==> config.mk <==
export PLATFORM = sky130hd
export DESIGN_NAME = axicb_mst_switch
export DESIGN_NICKNAME = d
export VERILOG_FILES = /design/src/rtl/axicb_mst_switch.sv
export SDC_FILE = /design/constraint.sdc
export NUM_CORES = 1
export LEC_CHECK = 0
export ABC_CLOCK_PERIOD_IN_PS = 6800
export CAP_MARGIN = 10
export CORE_AREA = 2 2 235 237
export DETAILED_ROUTE_END_ITERATION = 16
export DIE_AREA = 0 0 237 239
export GPL_ROUTABILITY_DRIVEN = 1
export SYNTH_ARGS = -nofsm -noshare
export SYNTH_HDL_FRONTEND = slang
export SYNTH_SLANG_ARGS = --single-unit
==> constraint.sdc <==
create_clock -name aclk -period 6.8 [get_ports aclk]
set_input_delay 0.68 -clock aclk [delete_from_list [all_inputs] [get_ports aclk]]
set_output_delay 0.68 -clock aclk [all_outputs]
set_load 0.02 [all_outputs]
==> src/rtl/axicb_mst_switch.sv <==
// Master-side crossbar switch: decodes AW/AR to a slave port, steers W beats in AW order,
// arbitrates B/R back to the master, and answers unmapped addresses with DECERR.
module axicb_mst_switch #(
    parameter int unsigned AXI_ADDR_W = 16,
    parameter int unsigned AXI_ID_W   = 8,
    parameter int unsigned AXI_DATA_W = 8,
    parameter int unsigned SLV_NB     = 4,
    parameter int unsigned OSTDREQ_NB = 4,
    parameter logic [AXI_ADDR_W-1:0] SLV0_START_ADDR = 'h0000,
    parameter logic [AXI_ADDR_W-1:0] SLV0_END_ADDR   = 'h0FFF,
    parameter logic [AXI_ADDR_W-1:0] SLV1_START_ADDR = 'h1000,
    parameter logic [AXI_ADDR_W-1:0] SLV1_END_ADDR   = 'h1FFF,
    parameter logic [AXI_ADDR_W-1:0] SLV2_START_ADDR = 'h2000,
    parameter logic [AXI_ADDR_W-1:0] SLV2_END_ADDR   = 'h2FFF,
    parameter logic [AXI_ADDR_W-1:0] SLV3_START_ADDR = 'h3000,
    parameter logic [AXI_ADDR_W-1:0] SLV3_END_ADDR   = 'h3FFF,
    parameter int unsigned AWCH_W = 32,
    parameter int unsigned WCH_W  = 8,
    parameter int unsigned ARCH_W = 40,
    parameter int unsigned BCH_W  = 2 + AXI_ID_W,
    parameter int unsigned RCH_W  = 2 + AXI_ID_W + AXI_DATA_W
) (
    input  logic                       aclk,
    input  logic                       areset,
    input  logic                       srst,
    input  logic                       i_awvalid,
    output logic                       i_awready,
    input  logic [AWCH_W-1:0]          i_awch,
    input  logic                       i_wvalid,
    output logic                       i_wready,
    input  logic                       i_wlast,
    input  logic [WCH_W-1:0]           i_wch,
    output logic                       i_bvalid,
    input  logic                       i_bready,
    output logic [BCH_W-1:0]           i_bch,
    input  logic                       i_arvalid,
    output logic                       i_arready,
    input  logic [ARCH_W-1:0]          i_arch,
    output logic                       i_rvalid,
    input  logic                       i_rready,
    output logic                       i_rlast,
    output logic [RCH_W-1:0]           i_rch,
    output logic [SLV_NB-1:0]          o_awvalid,
    input  logic [SLV_NB-1:0]          o_awready,
    output logic [SLV_NB*AWCH_W-1:0]   o_awch,
    output logic [SLV_NB-1:0]          o_wvalid,
    input  logic [SLV_NB-1:0]          o_wready,
    output logic [SLV_NB-1:0]          o_wlast,
    output logic [SLV_NB*WCH_W-1:0]    o_wch,
    input  logic [SLV_NB-1:0]          o_bvalid,
    output logic [SLV_NB-1:0]          o_bready,
    input  logic [SLV_NB*BCH_W-1:0]    o_bch,
    output logic [SLV_NB-1:0]          o_arvalid,
    input  logic [SLV_NB-1:0]          o_arready,
    output logic [SLV_NB*ARCH_W-1:0]   o_arch,
    input  logic [SLV_NB-1:0]          o_rvalid,
    output logic [SLV_NB-1:0]          o_rready,
    input  logic [SLV_NB-1:0]          o_rlast,
    input  logic [SLV_NB*RCH_W-1:0]    o_rch
);

    localparam int unsigned TGT_W = $clog2(SLV_NB + 1);
    localparam int unsigned PTR_W = $clog2(OSTDREQ_NB);
    localparam logic [TGT_W-1:0] ERR = TGT_W'(SLV_NB);

    typedef enum logic [1:0] {WIdle, WData, WResp} werr_e;
    typedef enum logic [0:0] {RIdle, RBurst} rerr_e;

    function automatic logic in_window(input logic [AXI_ADDR_W-1:0] addr, input int n);
        logic hit;
        case (n)
            0:       hit = addr >= SLV0_START_ADDR && addr <= SLV0_END_ADDR;
            1:       hit = addr >= SLV1_START_ADDR && addr <= SLV1_END_ADDR;
            2:       hit = addr >= SLV2_START_ADDR && addr <= SLV2_END_ADDR;
            default: hit = addr >= SLV3_START_ADDR && addr <= SLV3_END_ADDR;
        endcase
        return hit;
    endfunction

    // Scanning downwards lets the lowest matching window win on overlap.
    function automatic logic [TGT_W-1:0] decode(input logic [AXI_ADDR_W-1:0] addr);
        logic [TGT_W-1:0] t;
        t = ERR;
        for (int n = int'(SLV_NB) - 1; n >= 0; n--) begin
            if (in_window(addr, n)) t = TGT_W'(n);
        end
        return t;
    endfunction

    function automatic logic [TGT_W-1:0] rr_pick(input logic [SLV_NB:0] req,
                                                 input logic [TGT_W-1:0] ptr);
        logic [TGT_W-1:0] sel;
        logic             found;
        int               idx;
        sel   = ptr;
        found = 1'b0;
        for (int i = 0; i < int'(SLV_NB) + 1; i++) begin
            idx = int'(ptr) + i;
            if (idx > int'(SLV_NB)) idx = idx - int'(SLV_NB) - 1;
            if (!found && req[idx]) begin
                sel   = TGT_W'(idx);
                found = 1'b1;
            end
        end
        return sel;
    endfunction

    function automatic logic [TGT_W-1:0] rr_next(input logic [TGT_W-1:0] g);
        return (g == ERR) ? '0 : g + TGT_W'(1);
    endfunction

    logic [TGT_W-1:0] fifo_q [OSTDREQ_NB];
    logic [PTR_W-1:0] wr_ptr_q, rd_ptr_q;
    logic [PTR_W:0]   cnt_q;
    logic             fifo_full, fifo_empty, push, pop;
    logic [TGT_W-1:0] aw_tgt, ar_tgt, head;

    werr_e               werr_q, werr_d;
    rerr_e               rerr_q, rerr_d;
    logic                werr_idle, err_bvalid, rerr_idle, err_rvalid;
    logic [AXI_ID_W-1:0] werr_id_q, rerr_id_q;
    logic [7:0]          rerr_cnt_q;

    logic [TGT_W-1:0] b_ptr_q, b_gnt_q, b_gnt;
    logic             b_lock_q;
    logic [TGT_W-1:0] r_ptr_q, r_gnt_q, r_gnt;
    logic             r_lock_q;
    logic [SLV_NB:0]  b_req, r_req;
    logic             b_hs, r_hs, r_done, err_ar_hs, err_r_hs, err_pop, err_push;

    assign fifo_full  = cnt_q == (PTR_W + 1)'(OSTDREQ_NB);
    assign fifo_empty = cnt_q == '0;
    assign head       = fifo_q[rd_ptr_q];
    assign o_awch     = {SLV_NB{i_awch}};
    assign o_wch      = {SLV_NB{i_wch}};
    assign o_wlast    = {SLV_NB{i_wlast}};
    assign o_arch     = {SLV_NB{i_arch}};

    always_comb begin
        aw_tgt    = decode(i_awch[AXI_ADDR_W-1:0]);
        o_awvalid = '0;
        i_awready = !fifo_full && werr_idle;
        for (int n = 0; n < int'(SLV_NB); n++) begin
            if (aw_tgt == TGT_W'(n)) begin
                o_awvalid[n] = i_awvalid && !fifo_full;
                i_awready    = !fifo_full && o_awready[n];
            end
        end
        push     = i_awvalid && i_awready;
        err_push = push && aw_tgt == ERR;

        // The internal sink behind an ERR head accepts every beat.
        o_wvalid = '0;
        i_wready = !fifo_empty && head == ERR;
        for (int n = 0; n < int'(SLV_NB); n++) begin
            if (!fifo_empty && head == TGT_W'(n)) begin
                o_wvalid[n] = i_wvalid;
                i_wready    = o_wready[n];
            end
        end
        pop     = i_wvalid && i_wready && i_wlast;
        err_pop = pop && head == ERR;
    end

    always_comb begin
        ar_tgt    = decode(i_arch[AXI_ADDR_W-1:0]);
        o_arvalid = '0;
        i_arready = rerr_idle;
        for (int n = 0; n < int'(SLV_NB); n++) begin
            if (ar_tgt == TGT_W'(n)) begin
                o_arvalid[n] = i_arvalid;
                i_arready    = o_arready[n];
            end
        end
        err_ar_hs = i_arvalid && i_arready && ar_tgt == ERR;
    end

    always_comb begin
        b_req    = {err_bvalid, o_bvalid};
        b_gnt    = b_lock_q ? b_gnt_q : rr_pick(b_req, b_ptr_q);
        i_bvalid = b_req[b_gnt];
        i_bch    = {2'b11, werr_id_q};
        o_bready = '0;
        for (int n = 0; n < int'(SLV_NB); n++) begin
            if (b_gnt == TGT_W'(n)) begin
                i_bch       = o_bch[n*BCH_W +: BCH_W];
                o_bready[n] = i_bready && o_bvalid[n];
            end
        end
        b_hs = i_bvalid && i_bready;

        r_req    = {err_rvalid, o_rvalid};
        r_gnt    = r_lock_q ? r_gnt_q : rr_pick(r_req, r_ptr_q);
        i_rvalid = r_req[r_gnt];
        i_rch    = {2'b11, rerr_id_q, {AXI_DATA_W{1'b0}}};
        i_rlast  = rerr_cnt_q == 8'd0;
        o_rready = '0;
        for (int n = 0; n < int'(SLV_NB); n++) begin
            if (r_gnt == TGT_W'(n)) begin
                i_rch       = o_rch[n*RCH_W +: RCH_W];
                i_rlast     = o_rlast[n];
                o_rready[n] = i_rready && o_rvalid[n];
            end
        end
        r_hs     = i_rvalid && i_rready;
        r_done   = r_hs && i_rlast;
        err_r_hs = r_hs && r_gnt == ERR;
    end

    always_ff @(posedge aclk) begin
        if (push) fifo_q[wr_ptr_q] <= aw_tgt;
    end

    always_ff @(posedge aclk or posedge areset) begin
        if (areset) begin
            wr_ptr_q <= '0; rd_ptr_q <= '0; cnt_q <= '0;
            b_ptr_q  <= '0; b_gnt_q  <= '0; b_lock_q <= 1'b0;
            r_ptr_q  <= '0; r_gnt_q  <= '0; r_lock_q <= 1'b0;
        end else if (srst) begin
            wr_ptr_q <= '0; rd_ptr_q <= '0; cnt_q <= '0;
            b_ptr_q  <= '0; b_gnt_q  <= '0; b_lock_q <= 1'b0;
            r_ptr_q  <= '0; r_gnt_q  <= '0; r_lock_q <= 1'b0;
        end else begin
            if (push) wr_ptr_q <= wr_ptr_q + PTR_W'(1);
            if (pop)  rd_ptr_q <= rd_ptr_q + PTR_W'(1);
            if (push && !pop)      cnt_q <= cnt_q + (PTR_W + 1)'(1);
            else if (pop && !push) cnt_q <= cnt_q - (PTR_W + 1)'(1);
            if (b_hs) b_ptr_q <= rr_next(b_gnt);
            b_gnt_q  <= b_gnt;
            b_lock_q <= i_bvalid && !i_bready;
            if (r_done) r_ptr_q <= rr_next(r_gnt);
            r_gnt_q  <= r_gnt;
            // Hold the R grant across gaps between beats until the last beat is taken.
            r_lock_q <= (r_lock_q || i_rvalid) && !r_done;
        end
    end

    always_ff @(posedge aclk or posedge areset) begin
        if (areset) begin
            werr_q <= WIdle;
            rerr_q <= RIdle;
        end else if (srst) begin
            werr_q <= WIdle;
            rerr_q <= RIdle;
        end else begin
            werr_q <= werr_d;
            rerr_q <= rerr_d;
        end
    end

    always_comb begin
        werr_d = werr_q;
        unique case (werr_q)
            WIdle:   if (err_push) werr_d = WData;
            WData:   if (err_pop)  werr_d = WResp;
            WResp:   if (b_hs && b_gnt == ERR) werr_d = WIdle;
            default: werr_d = WIdle;
        endcase
        rerr_d = rerr_q;
        unique case (rerr_q)
            RIdle:   if (err_ar_hs) rerr_d = RBurst;
            RBurst:  if (err_r_hs && rerr_cnt_q == 8'd0) rerr_d = RIdle;
            default: rerr_d = RIdle;
        endcase
    end

    always_comb begin
        werr_idle  = werr_q == WIdle;
        err_bvalid = werr_q == WResp;
        rerr_idle  = rerr_q == RIdle;
        err_rvalid = rerr_q == RBurst;
    end

    always_ff @(posedge aclk or posedge areset) begin
        if (areset) begin
            werr_id_q <= '0; rerr_id_q <= '0; rerr_cnt_q <= '0;
        end else if (srst) begin
            werr_id_q <= '0; rerr_id_q <= '0; rerr_cnt_q <= '0;
        end else begin
            if (err_push) werr_id_q <= i_awch[AXI_ADDR_W +: AXI_ID_W];
            if (err_ar_hs) begin
                rerr_id_q  <= i_arch[AXI_ADDR_W +: AXI_ID_W];
                rerr_cnt_q <= i_arch[AXI_ADDR_W + AXI_ID_W +: 8];
            end else if (err_r_hs) begin
                rerr_cnt_q <= rerr_cnt_q - 8'd1;
            end
        end
    end

endmodule

==> out/qor.yml, run 1 <==
floorplanning:
  io_pins: 603
  start_util_pct: 17.4
  rows: 86
  die-height_um: 239
  dieArea_um2: 56600
  coreArea_um2: 54300
  dieWidth_um: 237
logic_synthesis:
  ys_ff_latch: 60
  synthAdderAreaFrac_pct: 5.51
  syn_area_um2: 9450
  synth_top_family_by_area: "buffers and inverters"
  yosys_warnings: 0
  syn_avg_cell_area_um2: 7.77
  synth_top_area_share_pct: 25.8
  synth_cell_types: 79
  synthMuxAreaShare_pct: 6.52
  synth_enable_flop_cells: 12
  synth_xor_xnor_area_share_pct: 1.20
  seq_area_frac_synth_pct: 16.5
  ys_async_sr_fraction_pct: 80.0
  yosys.area.top_type: "buf_4"
  synth.top_cells.by_count: "325 x buf_4, 79 x nor2_1, 76 x nand2_1, 54 x a21oi_1, 52 x clkbuf_1"
  synth_compound_area_share_pct: 21.2
  yosys.area_share.simple_pct: 19.2
  synthCells: 1217
  syn_nets: 1483
  synth_top_flop_cell: "dfrtp_1"
  synthTopCellsByArea: "buf_4 26%, dfrtp_1 13%, ha_1 5.3%, edfxtp_1 3.8%, nor2_1 3.1%"
  yosysMostFrequentCell: "buf_4"
global_route:
  grt-busiest-layer: "met2"
  use_met2_pct: 17.4
  grt_overflow: 0
  grt_max_degree: 49
  grt_pass1_vias: 8331
  use_met1_pct: 12.4
  track_usage_pct: 10.2
  grt_antenna_before_repair: 1
  grt_use_met3_pct: 1.80
  grt_pass1_wl_um: 46200
power_and_ir_drop:
  p_leak_nw: 4.59
  peakVddDrop_uv: 310
  cellPowerDensity_nw_per_um2: 427
routing:
  drt_iter0_markers: 430
  wl_um: 31100
  via_count: 8530
  ant_nets: 0
  wl_per_cell_um: 16.0
  vias_per_cell: 4.40
  drc_errors: 0
  dr.pass1.iters: 5
timing:
  hold_slack_ps: 506
  slew_violations: 0
  hold_viol: 0
  worstMarginPinSlew_ps: 955
  max-slew-margin-rel_pct: 36.0
  fin_tns_setup_ps: 0
  setup_viol: 0
  finalCritPeriodShare_pct: 95.9
  rsz0062_at_grt: "false"
  finClkSkew_ps: 8.44
  fmax_mhz: 153
  fin_crit_ps: 6520
clock_network:
  cts_tree: "built"
  post_cts_buffers: 0
  cts_sinks: 60
  clockBufferDepth: 2
  clkSlewWorstSetupHoldPaths_ps: 60
  clkLatencyLatePin_ps: 350
  cts-root-buf: "clkbuf_16"
  numCtsBuffers: 9
  hold_buffers: 0
  h-tree-depth: 3
setup_path:
  worstPathRequired_ps: 6120
  end_kind: "primary output"
  cp_num_buf_inv: 4
  cp-startpoint: "r_ptr_q[0]$_DFFE_PP0P_"
  cp_slowest_cell: "clkdlybuf4s50_1"
  r2r-end: "rerr_cnt_q[6]$_DFFE_PP0P_"
  worst_path_largest_cell_delay_ps: 650
  crit_type: "flop to primary output"
  rr_startpoint: "r_ptr_q[0]$_DFFE_PP0P_"
  crit_arrival_ps: 5840
  path_cells: "clkinv_1, ha_1, ha_1, nor2b_1, or3_4, or4_1, a32o_1, or4_4, or3_1, a31o_2, inv_1, ha_1, o21ai_1, buf_4, mux2_2, mux2i_1, o31ai_1, clkdlybuf4s50_1"
  startpoint_type: "flop"
  cpMostUsedCell: "ha_1"
  reg2reg_depth: 17
  path_max_fanout: 10
  regToRegSetupSlack_ps: 980
  critical_path.top_delay_family: "simple AND/OR/NAND/NOR gates"
layout:
  fin_nets: 1497
  n_antenna_cell: 0
  fillers: 5953
  layout-drive-gt1-share_pct: 7.44
  syn_to_final_growth_pct: 24.9
place:
  port_buffers: 362
  hpwlAfterDp_um: 24500
  place.gp.congestion: 0.881
outcome:
  status: "completed"
worst_hold_path:
  hold_start: "werr_id_q[5]$_DFFE_PP0P_"
  min_path_cells: 1
  hold_path_class: "flop to flop"
  min_to: "werr_id_q[5]$_DFFE_PP0P_"
flow_run:
  max_cap_violations: 0
[cells in the final DEF (no fill, tap or decap), types with 25 or more instances in the layout]
cell type and instances:
nor2b_1 40, nand2_1 74, nor3_1 25, nor2_1 79, o31ai_1 25, inv_1 38
dfrtp_1 48, ha_1 40, mux2i_1 29, clkdlybuf4s50_1 346, a21oi_1 54, o21ai_0 33
[through the flow]
stage	utilization (%)	cells	worst slack [ps]	power, mW	cell area (um2)
after global placement	21.1	1924	188	4.58	11500
after floorplan	-	1217	520	3.25	9450
after CTS	21.6	1940	109	5.06	11700
final	21.7	1940	277	5.04	11800
after detailed placement	21.1	1924	163	4.58	11500
after global routing	21.7	1940	31.4	5.41	11800
[power by group]
| group | switching [mW] | internal [mW] |
|---|---|---|
| clock | 0.190 | 0.248 |
| combinational | 2.33 | 1.80 |
| sequential | 0.0544 | 0.421 |
[logic make-up after synthesis]
kind of cell / count (synthesis)
compound gates: 279
xor+xnor: 13
fa+ha+maj: 41
buf+inv: 424
flops: 60
mux: 52
simple gates: 348
[state kept, by name, indices dropped and copies added, names as in the netlist]
register and count:
b_gnt_q 3, werr_id_q 8, fifo_q 12, r_lock_q 1, b_ptr_q 3, r_gnt_q 3
werr_q 2, rd_ptr_q 2, r_ptr_q 3, rerr_id_q 8, rerr_cnt_q 8, cnt_q 3
err_rvalid 1, b_lock_q 1, wr_ptr_q 2
[layer usage]
layer | routed length (um) | vias up
li1 | - | 4057
met1 | 13100 | 4024
met2 | 15000 | 355
met3 | 1900 | 92
met4 | 1100 | 2
met5 | 10 | -
[area by class of cell]
cell class	instances	area (um2)	area share, %
multi-input combinational	733	5100	43.2
timing repair buffer	386	3840	32.5
sequential	60	1560	13.2
tap	704	881	7.46
clock buffer	9	225	1.91
inverter	41	154	1.30
clock inverter	7	52.6	0.445
[worst max path at each step]
stage,slack (ps),cells after the start,endpoint
global route,30,18,i_rch[10]
CTS,110,17,i_rch[0]
global placement,190,17,i_bch[7]
finish,280,18,i_rch[10]
detailed placement,160,17,i_bch[7]
floorplan,520,19,i_rch[0]
[timing repair]
item                                    CTS  global route
resized for setup                         0            24
endpoints found under the hold margin     0             0
endpoints found under the setup margin    0            24
(Power assumes the default switching activity.)
==> inputs of run 2 (changes only) <==
--- a/config.mk
+++ b/config.mk
@@ -5,11 +5,12 @@
 export SDC_FILE = /design/constraint.sdc
 export NUM_CORES = 1
 export LEC_CHECK = 0
-export ABC_CLOCK_PERIOD_IN_PS = 6800
+export ABC_CLOCK_PERIOD_IN_PS = 7400
 export CAP_MARGIN = 10
-export CORE_AREA = 2 2 235 237
+export CORE_AREA = 2 2 232 234
 export DETAILED_ROUTE_END_ITERATION = 16
-export DIE_AREA = 0 0 237 239
+export DIE_AREA = 0 0 234 236
+export DONT_BUFFER_PORTS = 1
 export GPL_ROUTABILITY_DRIVEN = 1
 export SYNTH_ARGS = -nofsm -noshare
 export SYNTH_HDL_FRONTEND = slang
==> constraint.sdc (replaced) <==
create_clock -name aclk -period 7.4 [get_ports aclk]
set_input_delay 0.74 -clock aclk [delete_from_list [all_inputs] [get_ports aclk]]
set_output_delay 0.74 -clock aclk [all_outputs]
set_load 0.02 [all_outputs]
==> run 2 against run 1 <==
  * Count of clock-buffer cells in the layout is the same
  * Wire length decreased by 12%
  * Largest cell class unchanged
  * Critical path depth shrank 1
  * Hold slack got worse by 60 ps
  * Sequential power is 5.5% lower
  * Clock skew barely moved
  * Highest routed layer unchanged
==> out/qor.yml, run 2 (synthesized netlist as in run 1, its figures left out) <==
routing:
  wl_um: 27300  # -12%
  via_count: 7414  # -13%
  dr.pass1.iters: 5  # unchanged
  wl_per_cell_um: 17.4  # +8.4%
  vias_per_cell: 4.72  # +7.4%
  ant_nets: 0  # unchanged
  drt_iter0_markers: 887  # +110%
  drc_errors: 0  # unchanged
setup_path:
  startpoint_type: "flop"
  crit_type: "flop to primary output"
  worstPathRequired_ps: 6660  # +540 ps
  end_kind: "primary output"
  crit_arrival_ps: 6170  # +330 ps
  reg2reg_depth: 17  # unchanged
  path_max_fanout: 19  # +9
layout:
  mostFrequentLayoutCell: "nor2_1"
  fin_nets: 1134  # -24%
  final_cell_mix: "78 x nor2_1, 76 x nand2_1, 54 x a21oi_1"
  fin_area_um2: 8140  # -31%
  layout-drive-gt1-share_pct: 9.85  # +2.4 points
  largest_reg_flops: 12  # unchanged
  syn_to_final_growth_pct: -13.9
  largest-register: "fifo_q"
clock_network:
  clockBufferDepth: 2  # unchanged
  cts_sinks: 60  # unchanged
  h-tree-depth: 3  # unchanged
  clkSlewWorstSetupHoldPaths_ps: 60  # about the same
  numCtsBuffers: 9  # unchanged
  clkLatencyLatePin_ps: 360  # about the same
  cts-root-buf: "clkbuf_16"
  post_cts_buffers: 0  # unchanged
  cts_tree: "built"
floorplanning:
  dieArea_um2: 55200  # -2.5%
  start_util_pct: 17.8  # +0.42 points
  dieWidth_um: 234  # -1.3%
  rows: 85  # -1.2%
  io_pins: 603  # unchanged
  coreArea_um2: 53100  # -2.3%
  die-height_um: 236  # -1.3%
flow_run:
  max_cap_violations: 0  # unchanged
global_route:
  grt_pass1_vias: 6959  # -16%
  use_met1_pct: 11.8  # -0.67 points
  grt_overflow: 0  # unchanged
  track_usage_pct: 9.56  # -0.67 points
  grt-busiest-layer: "met2"
  grt_max_degree: 49  # unchanged
  use_met2_pct: 14.2  # -3.2 points
  grt_pass1_wl_um: 41000  # -11%
  grt_use_met3_pct: 2.38  # +0.58 points
  grt_antenna_before_repair: 3  # +2
place:
  place.gp.congestion: 0.933  # +5.9%
  post_dp_cell_area_um2: 7830  # -32%
  hpwlAfterDp_um: 21700  # -11%
  port_buffers: 0  # -100%
timing:
  fin_crit_ps: 6910
  hold_viol: 0  # unchanged
  setup_viol: 0  # unchanged
  worstMarginPinSlew_ps: 1020  # +67.1 ps
  rsz0062_at_grt: "false"
  max-slew-margin-rel_pct: 31.4  # -4.6 points
  slew_violations: 0  # unchanged
  fin_tns_setup_ps: 0  # unchanged
  finalCritPeriodShare_pct: 93.4
  fmax_mhz: 145
  finClkSkew_ps: 8.78  # +0.341 ps
power_and_ir_drop:
  cellPowerDensity_nw_per_um2: 474  # +11%
  p_leak_nw: 3.02  # -34%
  finalPower_mw: 3.86  # -23%
  peakVddDrop_uv: 261  # -16%
worst_hold_path:
  hold_path_class: "primary input to async pin"
outcome:
  status: "completed"
[run 2: cell count changes in the layout (fill, tap and decap cells not counted), sizes merged]
| cell | before | now |
|---|---|---|
| inv | 41 | 42 |
| dlymetal6s2s | 15 | 0 |
| clkinvlp | 1 | 2 |
| clkinv | 6 | 3 |
| clkdlybuf4s50 | 346 | 0 |
| diode | 0 | 1 |
| bufinv | 0 | 1 |
| buf | 25 | 23 |
[run 2: timing repair]
item,in CTS,in global routing
hold buffers,0,0
endpoints found under the setup margin,0,16
resized for setup,0,4
[run 2: final cells by class]
class,count,area (um2)
Antenna cell,1,2.50
Clock buffer,9,225
Clock inverter,7,73.8
Fill cell,5967,44900
Inverter,41,154
Multi-Input combinational cell,733,5080
Sequential cell,60,1560
Tap cell,696,871
Timing Repair Buffer,23,173
[run 2: power by group]
| part | switching, mW | total (mW) | internal (mW) |
|---|---|---|---|
| Combinational | 1.92 | 2.99 | 1.07 |
| Clock | 0.166 | 0.427 | 0.261 |
| Sequential | 0.0626 | 0.449 | 0.387 |
[run 2: per-stage QoR]
step           worst slack [ps]  hold slack, ps  cells  utilization (%)
2_1_floorplan              1060             461   1217                -
3_3_place_gp                822             487   1553             14.8
3_5_place_dp                594             483   1553             14.8
4_1_cts                     163             416   1569             15.3
5_1_grt                     144             422   1570             15.3
6_report                    488             446   1570             15.3
[run 2: metal layers]
layer	vias to the layer above	wire length (um)
met3	122	2490
met4	2	1910
met2	440	12000
met1	3533	10900
met5	-	13
li1	3317	-
[run 2: worst max-delay path, cell delays in order, from the launching register on]
cell and delay, ps:
dfrtp_2 550, inv_1 180, ha_1 260, ha_1 350, nor2b_1 200, or3_4 380
or4_1 550, a32o_1 380, or4_4 480, or3_1 360, a31o_2 300, inv_1 170
ha_1 240, o21ai_1 360, nor2_2 390, a221oi_1 140, o31ai_1 330, buf_4 200
[run 2: final timing paths]
| kind | from | end | slack, ps |
|---|---|---|---|
| worst max-delay path | r_ptr_q[1]$_DFFE_PP0P_ | i_rch[2] | 490 |
| worst min-delay path | areset | rerr_cnt_q[4]$_DFFE_PP0P_ | 450 |
| worst max register to register | r_ptr_q[1]$_DFFE_PP0P_ | rerr_cnt_q[4]$_DFFE_PP0P_ | 1160 |
| worst min register to register | werr_id_q[5]$_DFFE_PP0P_ | werr_id_q[5]$_DFFE_PP0P_ | 500 |
| max in group asynchronous | areset | r_ptr_q[1]$_DFFE_PP0P_ | 6450 |
| min in group aclk | srst | rerr_cnt_q[0]$_DFFE_PP0P_ | 450 |
==> RTL change (settings of run 1) <==
Change the parameter `SLV_NB` from 4 to 2.
--- a/src/rtl/axicb_mst_switch.sv
+++ b/src/rtl/axicb_mst_switch.sv
@@ -4,7 +4,7 @@
     parameter int unsigned AXI_ADDR_W = 16,
     parameter int unsigned AXI_ID_W   = 8,
     parameter int unsigned AXI_DATA_W = 8,
-    parameter int unsigned SLV_NB     = 4,
+    parameter int unsigned SLV_NB     = 2,
     parameter int unsigned OSTDREQ_NB = 4,
     parameter logic [AXI_ADDR_W-1:0] SLV0_START_ADDR = 'h0000,
     parameter logic [AXI_ADDR_W-1:0] SLV0_END_ADDR   = 'h0FFF,
Ports: changed (17 resized); port bits go from 603 to 363. The function was not compared with the original's and may differ.
==> RTL change against run 1 <==
Clock skew decreased by 1.8 ps. Sequential cell count decreased by 8. Setup slack improved by 1900 ps. Wire length decreased by 49%. Register-to-register slack improved by 2500 ps. Synthesized area decreased by 46%. Final area decreased by 41%. Global-route usage decreased by 4.6 points. Combinational power decreased by 75%. Hold slack improved by 17 ps. Die area unchanged. Power decreased by 66%. Critical endpoint is now i_rch[9]. Largest power group unchanged.
==> RTL change: results <==
export IMPL_dpl_hpwl_um=12910
export IMPL_synth_area_top_cells="buf_4 24%, dfrtp_1 22%, mux2i_1 6.9%, edfxtp_1 4.7%, a21oi_1 3.9%"
export IMPL_yosysUniqueCellTypes=69
export IMPL_crit_arrival_ps=3910
export IMPL_placed_cells=1348
export IMPL_drt_pre_antenna_iters=6
export IMPL_use_met3=0.01617
export IMPL_viasPerCell=3.007
export IMPL_grt_max_degree=45
export IMPL_grt_pass1_vias=4197
export IMPL_synth_common_cells="163 x buf_4, 50 x nand2_1, 46 x nor2_1, 44 x dfrtp_1, 40 x a21oi_1"
export IMPL_synthXorXnorAreaFrac=0.01899
export IMPL_cpMaxStageDelayCell="a21oi_4"
export IMPL_ir_worst_vdd_v=0.00009396
export IMPL_wire_per_inst_um=11.78
export IMPL_synth_compound_area_share=0.1399
export IMPL_endpoint="i_rch[9]"
export IMPL_p_leak_nw=2.506
export IMPL_crit_start="o_rvalid[1]"
export IMPL_cp_top_family="compound AO/OA/AOI/OAI gates"
export IMPL_p_per_area_nw_per_um2=246.2
export IMPL_synth_seq_area_share=0.2644
export IMPL_postSynthAreaPerCell_sq_um=8.288
export IMPL_nFillCells=6152
export IMPL_clock_latency_ps=320
export IMPL_grt_pass1_wl_um=23950
export IMPL_placed_area_sq_um=6837
export IMPL_numCtsBuffers=5
export IMPL_ff2ff_path_depth=9
export IMPL_synthMuxAreaShare=0.08979
export IMPL_hold_slack_ps=523.0
export IMPL_holdPathStages=2
export IMPL_r2r_slack_ps=3510
export IMPL_syn_nets=780
export IMPL_crit_fanout=22
export IMPL_async_flop_share=0.8462
export IMPL_outcome="completed"
export IMPL_grt_util_all_layers=0.05618
export IMPL_powerClk_w=0.000282
export IMPL_r2r_end="rerr_cnt_q[0]"
export IMPL_h_tree_depth=2
export IMPL_p_switching_w=0.0007515
==> RTL change: changes by cell type in the layout (fill, tap and decap cells not counted), moves of 22 or more <==
cell and delta:
nor2b_1 -32, nand2_1 -24, o31ai_1 -22, ha_1 -30
clkdlybuf4s50_1 -129, nor2_1 -33
==> RTL change: final cells by class <==
type	instances	area (sq um)	area share
clock inverters	3	27.53	0.003937
inverters	21	78.83	0.01127
multi-input cells	348	2321	0.3320
flip-flops and latches	52	1341	0.1918
repair buffers	223	2215	0.3167
diodes	1	2.502	0.0003579
clock buffers	5	125.1	0.01790
well taps	704	880.8	0.1260
==> RTL change: kinds of logic after synthesis <==
group                    Yosys count
AO/OA/AOI/OAI                    105
XOR/XNOR                          11
flip-flops                        52
adder cells (fa/ha/maj)           11
AND/OR/NAND/NOR                  179
buffers and inverters            212
multiplexers                      42
==> RTL change: routing by layer <==
layer	wire, um	share of wire
met5	0	0
met4	267	0.017
met3	913	0.057
met2	7685	0.48
met1	7122	0.45
